File: config.mk
export PLATFORM = sky130hd
export DESIGN_NAME = dmem_arbiter
export DESIGN_NICKNAME = d
export VERILOG_FILES = /design/src/rtl/dmem_arbiter.sv
export SDC_FILE = /design/constraint.sdc
export NUM_CORES = 1
export LEC_CHECK = 0
export BUFFER_PORTS_ARGS = -buffer_cell sky130_fd_sc_hd__buf_2
export CAP_MARGIN = 10
export CORE_AREA = 2 2 87 89
export DETAILED_ROUTE_END_ITERATION = 10
export DIE_AREA = 0 0 89 91
export PLACE_DENSITY = 0.66
export SETUP_SLACK_MARGIN = 0.15
export SKIP_LAST_GASP = 1
export SYNTH_ARGS = -nofsm -noshare
export SYNTH_HDL_FRONTEND = slang
export SYNTH_SLANG_ARGS = --single-unit
File: constraint.sdc
create_clock -name clk -period 3.2 [get_ports clk]
set_clock_uncertainty 0.05 [all_clocks]
set_input_delay 0.16 -clock clk [delete_from_list [all_inputs] [get_ports clk]]
set_output_delay 0.16 -clock clk [all_outputs]
set_load 0.02 [all_outputs]
File: src/rtl/dmem_arbiter.sv
// dmem_arbiter: round-robin arbiter sharing one synchronous single-port data memory between
// the processor (port 0) and the debug/loader port (port 1). Define DMEM_ARB_LOCK_EN for bus locking.
module dmem_arbiter #(
    parameter int ADDR_W   = 6,
    parameter int DATA_W   = 32,
    parameter int LOCK_MAX = 8
) (
    input  logic              clk,
    input  logic              reset,
    input  logic              req0,
    input  logic              req1,
    input  logic              we0,
    input  logic              we1,
    input  logic [ADDR_W-1:0] addr0,
    input  logic [ADDR_W-1:0] addr1,
    input  logic [DATA_W-1:0] wdata0,
    input  logic [DATA_W-1:0] wdata1,
`ifdef DMEM_ARB_LOCK_EN
    input  logic              lock0,
    input  logic              lock1,
`endif
    output logic              gnt0,
    output logic              gnt1,
    output logic              rvalid0,
    output logic              rvalid1,
    output logic [DATA_W-1:0] rdata0,
    output logic [DATA_W-1:0] rdata1,
    output logic              mem_en,
    output logic              mem_we,
    output logic [ADDR_W-1:0] mem_addr,
    output logic [DATA_W-1:0] mem_wdata,
    input  logic [DATA_W-1:0] mem_rdata
);

    if (LOCK_MAX < 2) begin : g_lock_max_check
        $error("dmem_arbiter: LOCK_MAX must be at least 2");
    end

    logic rr_ptr_q, rr_ptr_d;
    logic rvalid0_q, rvalid1_q;

`ifdef DMEM_ARB_LOCK_EN
    localparam int CNT_W = $clog2(LOCK_MAX) + 1;

    typedef enum logic [1:0] {
        IDLE,
        LOCK0,
        LOCK1
    } lock_state_e;

    lock_state_e      state_q;
    logic [CNT_W-1:0] cnt_q;
    logic [CNT_W-1:0] cnt_inc;
    logic             blk0_q, blk1_q;
    logic             lock_own, cnt_last, lock_rel;

    // The entry transfer plus LOCK_MAX-1 locked cycles gives the owner LOCK_MAX grants.
    always_comb begin
        lock_own = (state_q == LOCK0) ? lock0 : lock1;
        cnt_inc  = cnt_q + CNT_W'(1);
        cnt_last = (cnt_inc == CNT_W'(LOCK_MAX - 1));
        lock_rel = (state_q != IDLE) && (!lock_own || cnt_last);
    end

    always_ff @(posedge clk or negedge reset) begin
        if (!reset) begin
            state_q <= IDLE;
            cnt_q   <= '0;
            blk0_q  <= 1'b0;
            blk1_q  <= 1'b0;
        end else begin
            if (gnt1 || !req1) blk0_q <= 1'b0;
            if (gnt0 || !req0) blk1_q <= 1'b0;
            unique case (state_q)
                IDLE: begin
                    cnt_q <= '0;
                    if (gnt0 && lock0 && !blk0_q)      state_q <= LOCK0;
                    else if (gnt1 && lock1 && !blk1_q) state_q <= LOCK1;
                end
                LOCK0: begin
                    cnt_q <= cnt_inc;
                    // lock still asserted at release means a forced release: block re-entry
                    if (lock_rel) begin
                        state_q <= IDLE;
                        blk0_q  <= lock0;
                    end
                end
                LOCK1: begin
                    cnt_q <= cnt_inc;
                    if (lock_rel) begin
                        state_q <= IDLE;
                        blk1_q  <= lock1;
                    end
                end
                default: state_q <= IDLE;
            endcase
        end
    end
`endif

    always_comb begin
        gnt0 = req0 & (~req1 | ~rr_ptr_q);
        gnt1 = req1 & (~req0 | rr_ptr_q);
`ifdef DMEM_ARB_LOCK_EN
        if (state_q == LOCK0) begin
            gnt0 = req0;
            gnt1 = 1'b0;
        end else if (state_q == LOCK1) begin
            gnt0 = 1'b0;
            gnt1 = req1;
        end
`endif
        if (!reset) begin
            gnt0 = 1'b0;
            gnt1 = 1'b0;
        end
    end

    always_comb begin
        rr_ptr_d = rr_ptr_q;
        if (gnt0)      rr_ptr_d = 1'b1;
        else if (gnt1) rr_ptr_d = 1'b0;
`ifdef DMEM_ARB_LOCK_EN
        if (lock_rel) rr_ptr_d = (state_q == LOCK0);
`endif
    end

    always_comb begin
        mem_en    = gnt0 | gnt1;
        mem_we    = (gnt0 & we0) | (gnt1 & we1);
        mem_addr  = gnt1 ? addr1 : addr0;
        mem_wdata = gnt1 ? wdata1 : wdata0;
        rvalid0   = rvalid0_q;
        rvalid1   = rvalid1_q;
        rdata0    = mem_rdata;
        rdata1    = mem_rdata;
    end

    always_ff @(posedge clk or negedge reset) begin
        if (!reset) begin
            rr_ptr_q  <= 1'b0;
            rvalid0_q <= 1'b0;
            rvalid1_q <= 1'b0;
        end else begin
            rr_ptr_q  <= rr_ptr_d;
            rvalid0_q <= gnt0 & ~we0;
            rvalid1_q <= gnt1 & ~we1;
        end
    end

endmodule

==> key figures, run 1 <==
Hold path
  – WHS Endpoint: rvalid0
  – Hold Crit Start: we0
  – Min-delay worst type: input port to flip-flop
  – WHS Path Cells: 2

Clocking
  – Post-CTS Resized: 0
  – Worst skew pair latency: 210 ps
  – H-tree levels: 1
  – Post-CTS Setup Inserts: 0
  – Clock buffer depth: 2
  – CTS tree: yes
  – CTS clock-pin slew for the worst setup and hold paths: 30 ps
  – Root Buffer: clkbuf_8
  – # clock sinks: 3
  – CTS Buf Count: 3
  – Hold buffers post-CTS: 1

Route
  – Post-DRT Antenna Nets: 0
  – Vias per cell: 3.55
  – Routed wire length: 3.36 mm
  – Drc violations: 0
  – Vias: 1007
  – Initial DRC count: 3
  – Total iterations of the first detailed-routing run: 3
  – Wirelength per Cell: 11.8 microns

Timing
  – Hold_ws: 64.6 ps
  – Worst slew margin: 68.7%
  – Setup tns final: 0 ps
  – Final Worst Setup Slack: 627 ps
  – Worst-Margin Slew: 469 ps
  – Final setup vio count: 0
  – Max Fclk: 0.389 GHz
  – RSZ-0062 raised after global routing: false
  – Max Slew Vio Count: 0
  – Minimum clock period: 2570 ps
  – Fin crit share: 80.4%
  – Final hold vios: 0

Cells and area
  – Flip-flop and latch area: 75.1 sq um
  – Synth-to-layout area growth: 25.8%
  – Nets: 300
  – Cell area after layout: 0.00140 sq mm
  – Area of the multi-input gates: 505 sq um
  – Post-layout instance count excluding filler cells: 284
  – ANT cells: 0
  – Layout cells sized above 1: 89.2%
  – # fillers: 840

Critical path
  – Reg2reg start: rr_ptr_q
  – Most Frequent Cell on Critical Path: buf_2
  – Worst path slowest cell: dlygate4sd3_1
  – Cell family with most CP delay: buffers and inverters
  – Crit path DAT: 2360 ps
  – Worst EP required: 2990 ps
  – Worst Path Max Fanout: 27
  – Startpoint Class: input port
  – Crit path buf inv count: 4
  – Critical path type: input port to output pin
  – Crit end category: output pin
  – CP Cell Sequence: dlygate4sd3_1 > buf_2 > nand2_1 > a21oi_4 > buf_4 > mux2_2 > buf_2
  – FF-to-FF End: rvalid1
  – CP peak stage delay: 530 ps
  – R2R depth: 3
  – R2R Setup Slk: 2010 ps

Global route
  – First-pass GRT wire length: 4.25 mm
  – GRT Overall Usage: 6.67%
  – Global route overflow: 0
  – Initial antenna violation count: 1
  – Largest net degree at the start of global routing: 28
  – Vias in the first global route: 940

Status
  – Status: finished, final reports clean

Synthesis
  – Largest cells by area after synthesis: buf_4 43%, mux2_2 36%, dfrtp_1 6.8%
  – Mapped cell area: 0.00111 sq mm
  – Biggest area consumer among synthesized cells: buf_4
  – Avg Inst Size Synth: 9.10 sq um
  – YS warnings: 0
  – Synth Net Count: 236
  – Synthesized instance count: 122
  – Seq/Total Area, Yosys: 6.76%
  – Count of unique library cells instantiated by Yosys: 14
  – FF+latch count, synth: 3
  – Synth top area share: 43.3%

Floorplanning
  – Die Wd: 89 microns
  – Initial core utilization: 15.6%
  – Die H: 91 microns
  – Die ar.: 0.00810 sq mm
  – IO Pins: 222
  – Core footprint: 0.00714 sq mm
  – Row Count: 31

Power
  – Power Density: 272 mW/mm^2
  – Leak: 0.745 nW
  – Max VDD drop: 0.0875 mV

Place
  – Pre-CTS setup slack: 1130 ps
  – Input/output buffers: 125
  – DP Area: 0.00134 sq mm
  – Hpwl dp: 2.94 mm
  – Placed cell count: 279
  – Gp weighted congestion: 0.670

Flow run
  – # Max-Cap Violations: 0
-- worst max path at each step --
stage | from | to | slack, ps | cells past startpoint
finish | reset | mem_wdata[2] | 630 | 7
global route | reset | mem_addr[0] | 460 | 7
CTS | reset | mem_wdata[3] | 580 | 7
detailed placement | reset | mem_wdata[3] | 1130 | 6
global placement | reset | mem_wdata[2] | 1180 | 6
floorplan | rr_ptr_q | mem_wdata[23] | 1780 | 4
-- report_power, final --
part / leakage [nW] / internal, W / switching [W] / total, W
combinational: 0.684 / 0.000110 / 0.000118 / 0.000228
clock: 0.0228 / 0.0000847 / 0.0000227 / 0.000107
sequential: 0.0383 / 0.0000418 / 0.00000256 / 0.0000444
-- cell usage in the layout (no fill, tap or decap), types with 2 or more instances in the layout --
cell type / Yosys / routed
buf_2: 0 / 125
clkbuf_8: 0 / 3
dfrtp_1: 3 / 3
mux2_1: 3 / 3
mux2_2: 35 / 35
nand2_1: 4 / 4
nor2b_1: 2 / 2
-- state kept, by name (all words and copies together) (netlist names) --
signal	cells
rvalid1	1
rvalid0	1
rr_ptr_q	1
-- synthesized netlist by cell type --
cell       number
and3_1          1
inv_1           1
nor2b_1         2
buf_4          64
a21oi_4         1
buf_6           4
o21a_1          1
a21oi_1         1
mux2_2         35
nand2_1         4
dfrtp_1         3
a31oi_1         1
o2bb2ai_1       1
mux2_1          3
-- final cells by class --
cell class | count | share of cell area, %
Inverter | 1 | 0.269
Tap cell | 99 | 8.87
Clock buffer | 4 | 3.23
Timing Repair Buffer | 127 | 46.1
Multi-Input combinational cell | 50 | 36.2
Sequential cell | 3 | 5.38
-- metal layers --
layer  routed length, microns  part of all wire, %  track usage (%)
met4                      124                  3.7             3.86
met1                     1110                   33             6.50
met3                      428                   13             1.91
met5                       13                 0.39                0
met2                     1680                   50             12.1
-- logic make-up after synthesis --
group,Yosys count,synth area share (%)
compound gates,5,3.95
buf+inv,69,47.7
flops,3,6.76
mux,38,38.6
simple gates,7,3.04
-- stage by stage --
stage	utilization [%]	power [W]
2_1_floorplan	-	0.000301
3_5_place_dp	18.8	0.000275
5_1_grt	19.6	0.000409
3_3_place_gp	18.8	0.000271
6_report	19.6	0.000380
4_1_cts	19.6	0.000388
Note: power is estimated with default switching activity, not from simulation.
==> run 2, diff against run 1 <==
Settings changed: ABC_AREA set to 1, CORE_AREA 2 2 87 89 to 2 2 85 87, DIE_AREA 0 0 89 91 to 0 0 87 89, PLACE_DENSITY 0.66 to 0.7.
Clock period 3.2 ns to 2.67 ns, I/O delays scaled along.
==> key figures, run 2 <==
Clocking
  – Hold buffers post-CTS: 1
  – CTS tree: yes
  – # clock sinks: 3
  – Root Buffer: clkbuf_8
  – H-tree levels: 1
  – CTS Buf Count: 3
  – Post-CTS Setup Inserts: 0
  – Post-CTS Resized: 0
  – CTS clock-pin slew for the worst setup and hold paths: 30 ps
  – Clock buffer depth: 2
  – Worst skew pair latency: 210 ps

Synthesis
  – Async SR Flop Fraction: 100%
  – EDFF count, synth: 0
  – Synth top area share: 38.4%
  – Synthesized instance count: 210
  – Biggest area consumer among synthesized cells: buf_4
  – Synth top cells by count: 81 x nand2_1, 64 x buf_4, 30 x nand3_1, 10 x nand3_2, 8 x buf_2
  – Count leader, synth: nand2_1
  – YS warnings: 0
  – Top FF cell, synth: dfrtp_1
  – Largest cells by area after synthesis: buf_4 38%, nand2_1 24%, nand3_1 12%
  – FF+latch count, synth: 3
  – Avg Inst Size Synth: 5.96 sq um
  – Synth Net Count: 324
  – Seq/Total Area, Yosys: 6.00%
  – Mapped cell area: 0.00125 sq mm
  – Count of unique library cells instantiated by Yosys: 14

Floorplanning
  – Row Count: 30
  – Die H: 89 microns
  – IO Pins: 222
  – Die Wd: 87 microns
  – Initial core utilization: 18.6%
  – Core footprint: 0.00672 sq mm
  – Die ar.: 0.00774 sq mm

Power
  – Clock share of power: 27.2%
  – Combinational Power Share: 62.3%
  – Sw power: 0.000214 W
  – Max VDD drop: 0.135 mV
  – Sequential share of power: 10.5%
  – Overall power: 0.000478 W
  – P_int: 0.000265 W
  – Sw Share: 44.7%
  – Power Density: 321 mW/mm^2
  – Leak: 0.975 nW

Timing
  – Final hold vios: 0
  – Max Slew Vio Count: 0
  – Setup tns final: 0 ps
  – RSZ-0062 raised after global routing: false
  – Final setup vio count: 0
  – Minimum clock period: 2120 ps
  – Fin crit share: 79.6%
  – Worst slew margin: 66.9%
  – Worst-Margin Slew: 495 ps
  – Max Fclk: 0.471 GHz

Route
  – Routed wire length: 3.65 mm
  – Drc violations: 0
  – Wirelength per Cell: 10.5 microns
  – Vias per cell: 4.16
  – Vias: 1448
  – Total iterations of the first detailed-routing run: 5
  – Post-DRT Antenna Nets: 0
  – Initial DRC count: 34

Place
  – Input/output buffers: 125
  – DP Area: 0.00143 sq mm
  – Gp weighted congestion: 0.729
  – Placed cell count: 343
  – Hpwl dp: 2.99 mm

Critical path
  – Crit end category: output pin
  – Worst Path Max Fanout: 15
  – Worst EP required: 2490 ps
  – Startpoint Class: input port
  – Worst path slowest cell: dlygate4sd3_1
  – Crit path buf inv count: 5
  – CP Cell Sequence: dlygate4sd3_1 > buf_2 > nand2_2 > clkinv_2 > nand2_1 > buf_4 > nand2_1 > nand2_1 > buf_2
  – Crit path DAT: 1940 ps
  – Most Frequent Cell on Critical Path: nand2_1
  – CP peak stage delay: 540 ps
  – Critical path type: input port to output pin
  – Cell family with most CP delay: buffers and inverters

Global route
  – Largest net degree at the start of global routing: 40
  – Global route overflow: 0
  – Initial antenna violation count: 0
  – GRT Overall Usage: 8.19%
  – Vias in the first global route: 1200
  – First-pass GRT wire length: 5.12 mm

Cells and area
  – Most common cell after layout, fill and taps aside: buf_2
  – # fillers: 776
  – Cell area after layout: 0.00149 sq mm
  – Layout cells sized above 1: 54.1%
  – Post-layout instance count excluding filler cells: 348
  – Nets: 383
  – Synth-to-layout area growth: 18.9%
  – Leading cell types in the layout, fill and taps excluded: 125 x buf_2, 81 x nand2_1, 30 x nand3_1, 10 x nand3_2, 4 x buf_4
  – ANT cells: 0

Hold path
  – Min-delay worst type: input port to flip-flop

Flow run
  – # Max-Cap Violations: 0

Status
  – Status: finished, final reports clean
[run 2: cell types whose count changed after synthesis, moves of 2 or more]
cell     before  now
nand3_1       0   30
nand2_2       0    2
nor2b_1       2    0
inv_1         1    3
buf_2         0    8
nand2_1       4   81
mux2_2       35    0
nand3_2       0   10
nor2_1        0    2
mux2_1        3    0
[run 2: cell families (layout without fill, tap and decap cells)]
| family | after synthesis | count (layout) | synth area share [%] |
|---|---|---|---|
| AO/OA/AOI/OAI | 1 | 1 | 0.400 |
| buffers and inverters | 80 | 138 | 47.2 |
| flip-flops | 3 | 3 | 6.00 |
| AND/OR/NAND/NOR | 126 | 126 | 46.4 |
[run 2: layer usage]
layer / global-route usage, % / vias to the layer above / part of all wire, %
met1: 8.29 / 606 / 34
met3: 2.31 / 26 / 11
met2: 15.3 / 108 / 52
met5: 0 / - / 0
met4: 4.26 / 0 / 2.6
li1: - / 708 / -
[run 2: power groups by stage]
stage	logic [W]	registers [W]	clock network, W
final	0.000298	0.0000502	0.000130
after global routing	0.000329	0.0000503	0.000138
after CTS	0.000303	0.0000502	0.000133
after detailed placement	0.000301	0.0000506	0
after global placement	0.000296	0.0000504	0
after floorplan	0.000318	0.0000521	0
[run 2: path summary, 6_finish.rpt]
kind	startpoint	slack (ps)	to	depth (start not counted)
max	reset	550	mem_wdata[4]	9
min	we1	40	rvalid1	2
max reg2reg	rr_ptr_q	1300	rvalid1	5
min reg2reg	rr_ptr_q	530	rr_ptr_q	2
max in group asynchronous	reset	2190	rr_ptr_q	2
min in group asynchronous	reset	230	rvalid1	2
[run 2: final cells by class]
| type | count | area (sq um) | share of cell area, % |
|---|---|---|---|
| inverters | 4 | 16.3 | 1.09 |
| clock buffers | 4 | 45.0 | 3.03 |
| flip-flops and latches | 3 | 75.1 | 5.05 |
| repair buffers | 130 | 666 | 44.7 |
| well taps | 80 | 100 | 6.73 |
| multi-input cells | 127 | 586 | 39.4 |
[run 2: metrics by stage]
stage | setup WS (ps) | hold WS [ps] | utilization [%]
after floorplan | 1520 | -212 | -
after global placement | 1070 | -93.3 | 21.3
after detailed placement | 966 | -91.5 | 21.3
after CTS | 482 | 32.1 | 22.1
after global routing | 392 | 38.3 | 22.1
final | 546 | 37.2 | 22.1
